<file path="config.mk">
export PLATFORM = sky130hd
export DESIGN_NAME = spi_tx_arbiter
export DESIGN_NICKNAME = d
export VERILOG_FILES = /design/src/rtl/spi_tx_arbiter.sv
export SDC_FILE = /design/constraint.sdc
export NUM_CORES = 1
export LEC_CHECK = 0
export BUFFER_PORTS_ARGS = -buffer_cell sky130_fd_sc_hd__buf_2
export CORE_MARGIN = 10
export CORE_UTILIZATION = 56
export DETAILED_ROUTE_END_ITERATION = 16
export PLACE_DENSITY = 0.8
export SYNTH_ARGS = -nofsm -noshare
export SYNTH_HDL_FRONTEND = slang
export SYNTH_SLANG_ARGS = --single-unit
</file>
<file path="constraint.sdc">
create_clock -name clk -period 6.89 [get_ports clk]
set_clock_uncertainty 0.15 [all_clocks]
set_input_delay 0.3445 -clock clk [delete_from_list [all_inputs] [get_ports clk]]
set_output_delay 0.3445 -clock clk [all_outputs]
set_load 0.02 [all_outputs]
</file>
<file path="src/rtl/spi_tx_arbiter.sv">
// Round-robin arbiter sharing one byte-wide SPI transmitter between N_REQ requesters.
// Latches the winner's byte, pulses load, waits for done (rising edge) or watchdog, then acks.
module spi_tx_arbiter #(
    parameter int unsigned N_REQ   = 4,
    parameter int unsigned DATA_W  = 8,
    parameter int unsigned TIMEOUT = 1024
) (
    input  logic                      clk,
    input  logic                      reset,
    input  logic [N_REQ-1:0]          req,
    input  logic [N_REQ*DATA_W-1:0]   req_data,
    output logic [N_REQ-1:0]          grant,
    output logic [N_REQ-1:0]          ack,
    output logic                      busy,
    output logic                      timeout_err,
    output logic [DATA_W-1:0]         spi_data_in,
    output logic                      spi_load,
    input  logic                      spi_done
);

    localparam int unsigned IW = (N_REQ > 1) ? $clog2(N_REQ) : 1;
    localparam int unsigned TW = (TIMEOUT > 1) ? $clog2(TIMEOUT) : 1;
    localparam logic [TW-1:0] TMAX = TW'(TIMEOUT - 1);

    typedef enum logic [1:0] {
        S_IDLE,
        S_LOAD,
        S_WAIT,
        S_ACK
    } state_t;

    state_t              state_q;
    logic [IW-1:0]       ptr_q;
    logic [IW-1:0]       win_q;
    logic [N_REQ-1:0]    grant_q;
    logic [N_REQ-1:0]    ack_q;
    logic                busy_q;
    logic                terr_q;
    logic [DATA_W-1:0]   data_q;
    logic                load_q;
    logic [TW-1:0]       timer_q;
    logic                done_q;

    logic                found_d;
    logic [IW-1:0]       win_d;
    logic [N_REQ-1:0]    grant_d;
    logic [DATA_W-1:0]   data_d;
    logic                done_rise;

    // Scan ptr+1, ptr+2, ... so the last owner has lowest priority next round.
    always_comb begin
        found_d = 1'b0;
        win_d   = '0;
        grant_d = '0;
        data_d  = '0;
        for (int unsigned k = 1; k <= N_REQ; k++) begin
            int unsigned idx;
            idx = (32'(ptr_q) + k) % N_REQ;
            if (!found_d && req[IW'(idx)]) begin
                found_d           = 1'b1;
                win_d             = IW'(idx);
                grant_d[IW'(idx)] = 1'b1;
                data_d            = req_data[idx*DATA_W +: DATA_W];
            end
        end
    end

    assign done_rise = spi_done & ~done_q;

    always_ff @(posedge clk or negedge reset) begin
        if (!reset) begin
            state_q <= S_IDLE;
            ptr_q   <= IW'(N_REQ - 1);
            win_q   <= '0;
            grant_q <= '0;
            ack_q   <= '0;
            busy_q  <= 1'b0;
            terr_q  <= 1'b0;
            data_q  <= '0;
            load_q  <= 1'b0;
            timer_q <= '0;
            done_q  <= 1'b0;
        end else begin
            done_q <= spi_done;
            case (state_q)
                S_IDLE: begin
                    if (found_d) begin
                        state_q <= S_LOAD;
                        win_q   <= win_d;
                        grant_q <= grant_d;
                        data_q  <= data_d;
                        load_q  <= 1'b1;
                        busy_q  <= 1'b1;
                    end
                end
                S_LOAD: begin
                    load_q  <= 1'b0;
                    timer_q <= '0;
                    state_q <= S_WAIT;
                end
                S_WAIT: begin
                    // A done edge on the watchdog's last cycle still counts as a clean completion.
                    if (done_rise) begin
                        state_q <= S_ACK;
                        ack_q   <= grant_q;
                    end else if (timer_q == TMAX) begin
                        state_q <= S_ACK;
                        ack_q   <= grant_q;
                        terr_q  <= 1'b1;
                    end else begin
                        timer_q <= timer_q + TW'(1);
                    end
                end
                S_ACK: begin
                    state_q <= S_IDLE;
                    ptr_q   <= win_q;
                    grant_q <= '0;
                    ack_q   <= '0;
                    terr_q  <= 1'b0;
                    busy_q  <= 1'b0;
                    data_q  <= '0;
                end
                default: state_q <= S_IDLE;
            endcase
        end
    end

    assign grant       = grant_q;
    assign ack         = ack_q;
    assign busy        = busy_q;
    assign timeout_err = terr_q;
    assign spi_data_in = data_q;
    assign spi_load    = load_q;

endmodule

</file>
* Yosys cells after proc, flatten, opt, wreduce, memory -nomap -nowiden
Index checks and enable logic that the tools add are counted.
Widths: inputs -> output; s select.
** Word-level totals
- Register bits after elaboration :: 36
- Input bits :: 39
- Output and inout port bits :: 19
- Logic and storage cells :: 116
** Operators by class
- Add/sub/neg operators :: 5
- Order comparisons :: 8
- Equal/unequal tests :: 9
- Shift operators :: 4
- Muxes and demuxes :: 52
- Bitwise operators :: 5
- Reduce and logical (&&, ||, !) cells :: 22
** Operators by type and width (count)
- $shiftx 32x6->8 :: 4
- $mux 8 :: 5
- $mux 4 :: 7
- $mux 10 :: 2
- $pmux 10 s2 :: 1
- $pmux 4 s2 :: 2
- $pmux 8 s2 :: 1
- $mux 1 :: 15
- $mux 2 :: 7
- $lt 2x3->1 const B :: 4
- $or 4x4->4 :: 3
- $add 10x1->10 const B :: 1
- $eq 10x10->1 const B :: 1
- $reduce_and 2->1 :: 5
- $bmux 1 s2 :: 4
- $demux 1 s2 :: 4
- $ge 2x1->1 const B :: 4
- $ne 2x2->1 const B :: 4
- $pmux 2 s4 :: 1
- $reduce_bool 2->1 :: 4
- $logic_and 1x1->1 :: 7
- $pmux 1 s2 :: 3
- $reduce_and 3->1 :: 2
- $add 2x1->2 const B :: 2
- 8 further kinds :: 12

* Depth between registers and ports, before layout
- Word-level depth :: 15
- Gate-level depth with buffers :: 11

* Worst setup path after synthesis
No wires, ideal clock.
- Path kind :: register -> register
- From :: register ptr_q[1]
- To :: register data_q[0], in the netlist spi_data_in[0]
- Setup time :: 0.124 ns
- Arrival :: 3.360 ns
- Required time :: 6.616 ns
- Slack :: 3.256 ns
- Stages on the path, launching flop included :: 11
- Buffers on the path :: 4
- Clock period less this slack :: 3.634 ns
- Cells stage by stage :: dfstp_2 > buf_2 > clkbuf_1 > inv_1 > ha_1 > buf_1 > buf_1 > mux4_2 > a221oi_1 > nor3_1 > a211o_1
** On the way
- Longest elaborated chain between the ends :: 15
- Elaborated cells between the ends (all ways) :: 34
- Those cells by class :: add/sub: 4; eq/ne: 1; shift: 4; mux: 18; reduce/logical: 7
** RTL lines
- start: declaration :: RTL line 33 : logic [IW-1:0] ptr_q;
- start signal: assignment :: RTL line 73 : ptr_q <= IW'(N_REQ - 1);
- start signal: assignment :: RTL line 116 : ptr_q <= win_q;
- $add 2x1->2 :: RTL line 58 : idx = (32'(ptr_q) + k) % N_REQ;
- $bmux 1 s2 :: RTL line 59 : if (!found_d && req[IW'(idx)]) begin
- $mux 1 (not written as such) :: RTL line 59
- $mux 1 :: RTL line 59
- $logic_not 1->1 :: RTL line 59
- $logic_and 1x1->1 :: RTL line 59
- $mux 1 :: RTL line 59
- $logic_not 1->1 :: RTL line 59
- $logic_and 1x1->1 :: RTL line 59
- $mux 1 :: RTL line 59
- $logic_not 1->1 :: RTL line 59
- $logic_and 1x1->1 :: RTL line 59
- $mux 8 / $mux 1 (equally long branches) :: RTL line 59
- $mux 8 / $ne 2x2->1 (equally long branches)
- $pmux 8 s2 / $reduce_and 2->1 (equally long branches)
- end signal: assignment :: RTL line 91 : data_q <= data_d;
- end: declaration :: RTL line 39 : logic [DATA_W-1:0] data_q;
Parallel ways exist; a longest one is shown, timed or not. The select of a mux whose other input is x is not followed.
A chain may end at the register's enable or synchronous reset.

* Worst setup path in the final report
- From :: register ptr_q[0]
- To :: register data_q[2], in the netlist spi_data_in[2]
The elaborated chain is that of the path after synthesis.

==> results by group <==
CTS
  – Clk Latency, worst-skew pair: 290 ps
  – Num CTS Buffers: 5
  – Count of hold buffers inserted by post-cts repair: 0
  – CTS Root Buffer Type: clkbuf_8
  – Clock net sink count: 36
  – Clock Tree Buf Depth: 2
  – Clock-pin slew on the worst setup and hold paths: 80 ps
  – Post-CTS setup buffer count: 0
  – Clock tree from TritonCTS: yes
  – CTS-repair resized insts: 0
  – Level count of the clock H-tree: 2

Die
  – Initial core utilization: 57.36%
  – Floorplan die width: 94.87 µm
  – I/O Pins: 58
  – Die Y-Extent: 94.87 µm
  – Number of core rows: 27
  – Overall die area: 9000 µm²
  – Placeable core region: 5473 µm²

Critical path
  – Setup CP Type: reg2reg
  – Data required time at the worst endpoint: 6960 ps
  – Endpoint of the lowest-slack register-to-register path: spi_data_in[2]
  – R2R cell count: 8
  – Kind of launch point of the worst setup path: register
  – Arrival time at the worst endpoint: 4770 ps
  – Critical path capture point type: register
  – Setup slack, reg-to-reg: 2190 ps
  – Start point of the critical path: ptr_q[0]
  – Largest fanout on the critical path: 47
  – Beginning of the worst register-to-register path: ptr_q[0]

Synthesis
  – Count of flip-flops with a built-in enable after synthesis: 0
  – Number of flip-flops and latches in the synthesized netlist: 36
  – Area fraction in compound gates after synthesis: 17.70%
  – Cells after Synth: 297
  – Part of the Yosys area used for sequential elements: 28.78%
  – Mux share of post-synthesis cell area: 27.02%
  – Largest family of logic cells by synthesized area: multiplexers
  – Syn_area_per_cell: 10.57 µm²
  – Most numerous cell in the Yosys netlist: dfrtp_1
  – Area fraction of the dominant cell type after synthesis: 27.10%
  – Net count of the mapped netlist: 350
  – Post-synthesis share of cell area spent on full adders, half adders and majority gates: 5.580%
  – Leading cell types by count after synthesis: dfrtp_1 (34), mux4_2 (32), nand2_1 (24), nor2_1 (21)
  – Synth Area in Simple Gates: 14.87%
  – Flip-flop cell with the highest count after synthesis: dfrtp_1
  – Yosys warnings: 0
  – Cell types with the largest area share after synthesis: dfrtp_1 (27%), mux4_2 (23%), ha_1 (5.6%)
  – Largest area contributor in the synthesized netlist: dfrtp_1
  – Count of cell types in the netlist: 46
  – Proportion of register bits with asynchronous set or reset after synthesis: 100.0%
  – Xor and xnor area share after synthesis: 1.116%
  – Netlist Area Pre-Place: 3139 µm²

Final layout
  – Post-route core utilization: 63.79%
  – Diodes inserted: 0
  – Number of inserted filler cells in the final layout: 466
  – Total number of nets in the final design: 390
  – Layout overhead on the synthesized area: 11.20%
  – Layout cell share with drive strength beyond 1: 33.43%

STA
  – Slew of the pin with the lowest slew margin: 1069 ps
  – Final number of max-transition violations: 0
  – Unrepaired setup endpoints after global routing: false
  – Final worst-path cycle share: 68.19%
  – Remaining max-slew budget at the tightest pin: 28.77%
  – Final setup vio count: 0
  – Final critical delay including setup and external delays: 4698 ps
  – Maximum operating frequency: 212.9 MHz
  – Final hold violation count: 34
  – Worst hold-check slack: -22.06 ps
  – Final setup TNS: 0 ps

Placed design
  – Detailed placer's ending HPWL: 5310 µm
  – Gpl congestion: 0.8713
  – Number of port buffers: 57

Global routing
  – Global route total overflow: 0
  – First-pass GRT wire length: 12,340 µm
  – Overall Global Routing Usage: 16.66%
  – Maximum number of pins on one net before global-route repair: 48
  – Number of antenna violations at the first check in global routing: 0
  – Number of global-route vias before repair: 2,679

Outcome
  – Violations in the final reports: negative hold slack
  – Outcome: finished with violations

Route
  – Starting DRC count in detailed routing: 206
  – Drt wl/cell: 17.92 µm
  – DRC violations left: 0
  – Via count of the routed design: 2,605
  – Antenna-violating nets left: 0
  – Ratio of routed vias to standard cells: 6.354
  – Number of detailed-route iterations in the first pass: 4
  – Wire length reported by the detailed router: 7347 µm

Power and ir drop
  – Largest voltage drop on the vdd net: 0.0002354 V
  – Leakage power: 0.001500 µW
  – Power density over the cells: 450.1 nW/µm²

Flow run
  – Max-cap violations: 0

Hold path
  – Type of the tightest min-delay check: in2async
cell families (layout without fill, tap and decap cells):
family | count (synthesis) | count (layout)
DFF | 36 | 36
adders and majority gates | 14 | 14
muxes | 44 | 44
xor gates and xnor gates | 4 | 4
buffers and inverters | 33 | 74
and+or+nand+nor | 90 | 90
AOI/OAI and AO/OA | 76 | 76
metrics by stage:
stage	power [µW]	setup slack, ps	cell area, µm²	instances
floorplan	1217	3256	3139	297
global placement	1385	2352	3397	402
detailed placement	1412	2179	3397	402
CTS	1574	2159	3491	410
global route	1707	1840	3491	410
finish	1571	2192	3491	410
worst max-delay path by stage:
stage / to / slack, ps
final: spi_data_in[2] / 2190
after global routing: spi_data_in[2] / 1840
after CTS: spi_data_in[6] / 2160
after detailed placement: spi_data_in[6] / 2180
after global placement: spi_data_in[1] / 2350
after floorplan: spi_data_in[0] / 3260
per-layer routing:
layer / up-vias / routed length (µm) / track usage (%)
met5: - / 0 / 0
met4: 0 / 101 / 5.486
met3: 10 / 473 / 4.203
met2: 92 / 3581 / 27.57
met1: 1259 / 3191 / 20.82
li1: 1244 / - / -
cell type report:
class	instances	area [µm²]	share of cell area, %
Inverter	8	30.03	0.8602
Sequential cell	36	903.4	25.88
Timing Repair Buffer	58	292.8	8.387
Clock inverter	1	7.507	0.2151
Clock buffer	7	86.33	2.473
Tap cell	72	90.09	2.581
Multi-Input combinational cell	228	2081	59.61
power by group:
part	switching, µW	leakage (µW)	internal [µW]
clock	76.7	0.0000445	81.3
combinational	587	0.000989	470
sequential	71.7	0.000466	285
state kept, by name, indices dropped and copies added, names as in the netlist:
signal       count
timer_q         10
spi_data_in      8
ack              4
grant            4
ptr_q            2
state_q          2
win_q            2
busy             1
done_q           1
spi_load         1
timeout_err      1
cells in the final DEF, fill, tap and decap left out, types with 2 or more instances in the layout:
cell type	count
buf_2	57
dfrtp_1	34
mux4_2	32
nand2_1	24
nor2_1	21
o21ai_0	14
ha_1	14
a221oi_1	13
nor2b_1	11
inv_1	8
nand3_1	8
a31oi_1	8
and3_1	7
o21ai_1	7
mux2i_1	6
mux2_2	6
a32oi_1	6
clkbuf_8	6
a21oi_1	4
a211oi_1	4
a22o_1	4
a221o_1	4
nor4_1	4
xnor2_1	4
a21o_1	3
nor3_1	3
nor4_2	2
nand2b_1	2
or3_1	2
a211o_1	2
dfstp_2	2
worst max-delay path: stages (launching register included):
cell and delay, ps:
dfstp_2 520, buf_4 530, inv_1 340, ha_1 1090, mux4_2 610, nor4_2 410, nand2_1 120, o21ai_1 560
a221o_1 280
Note: power is estimated with default switching activity, not from simulation.
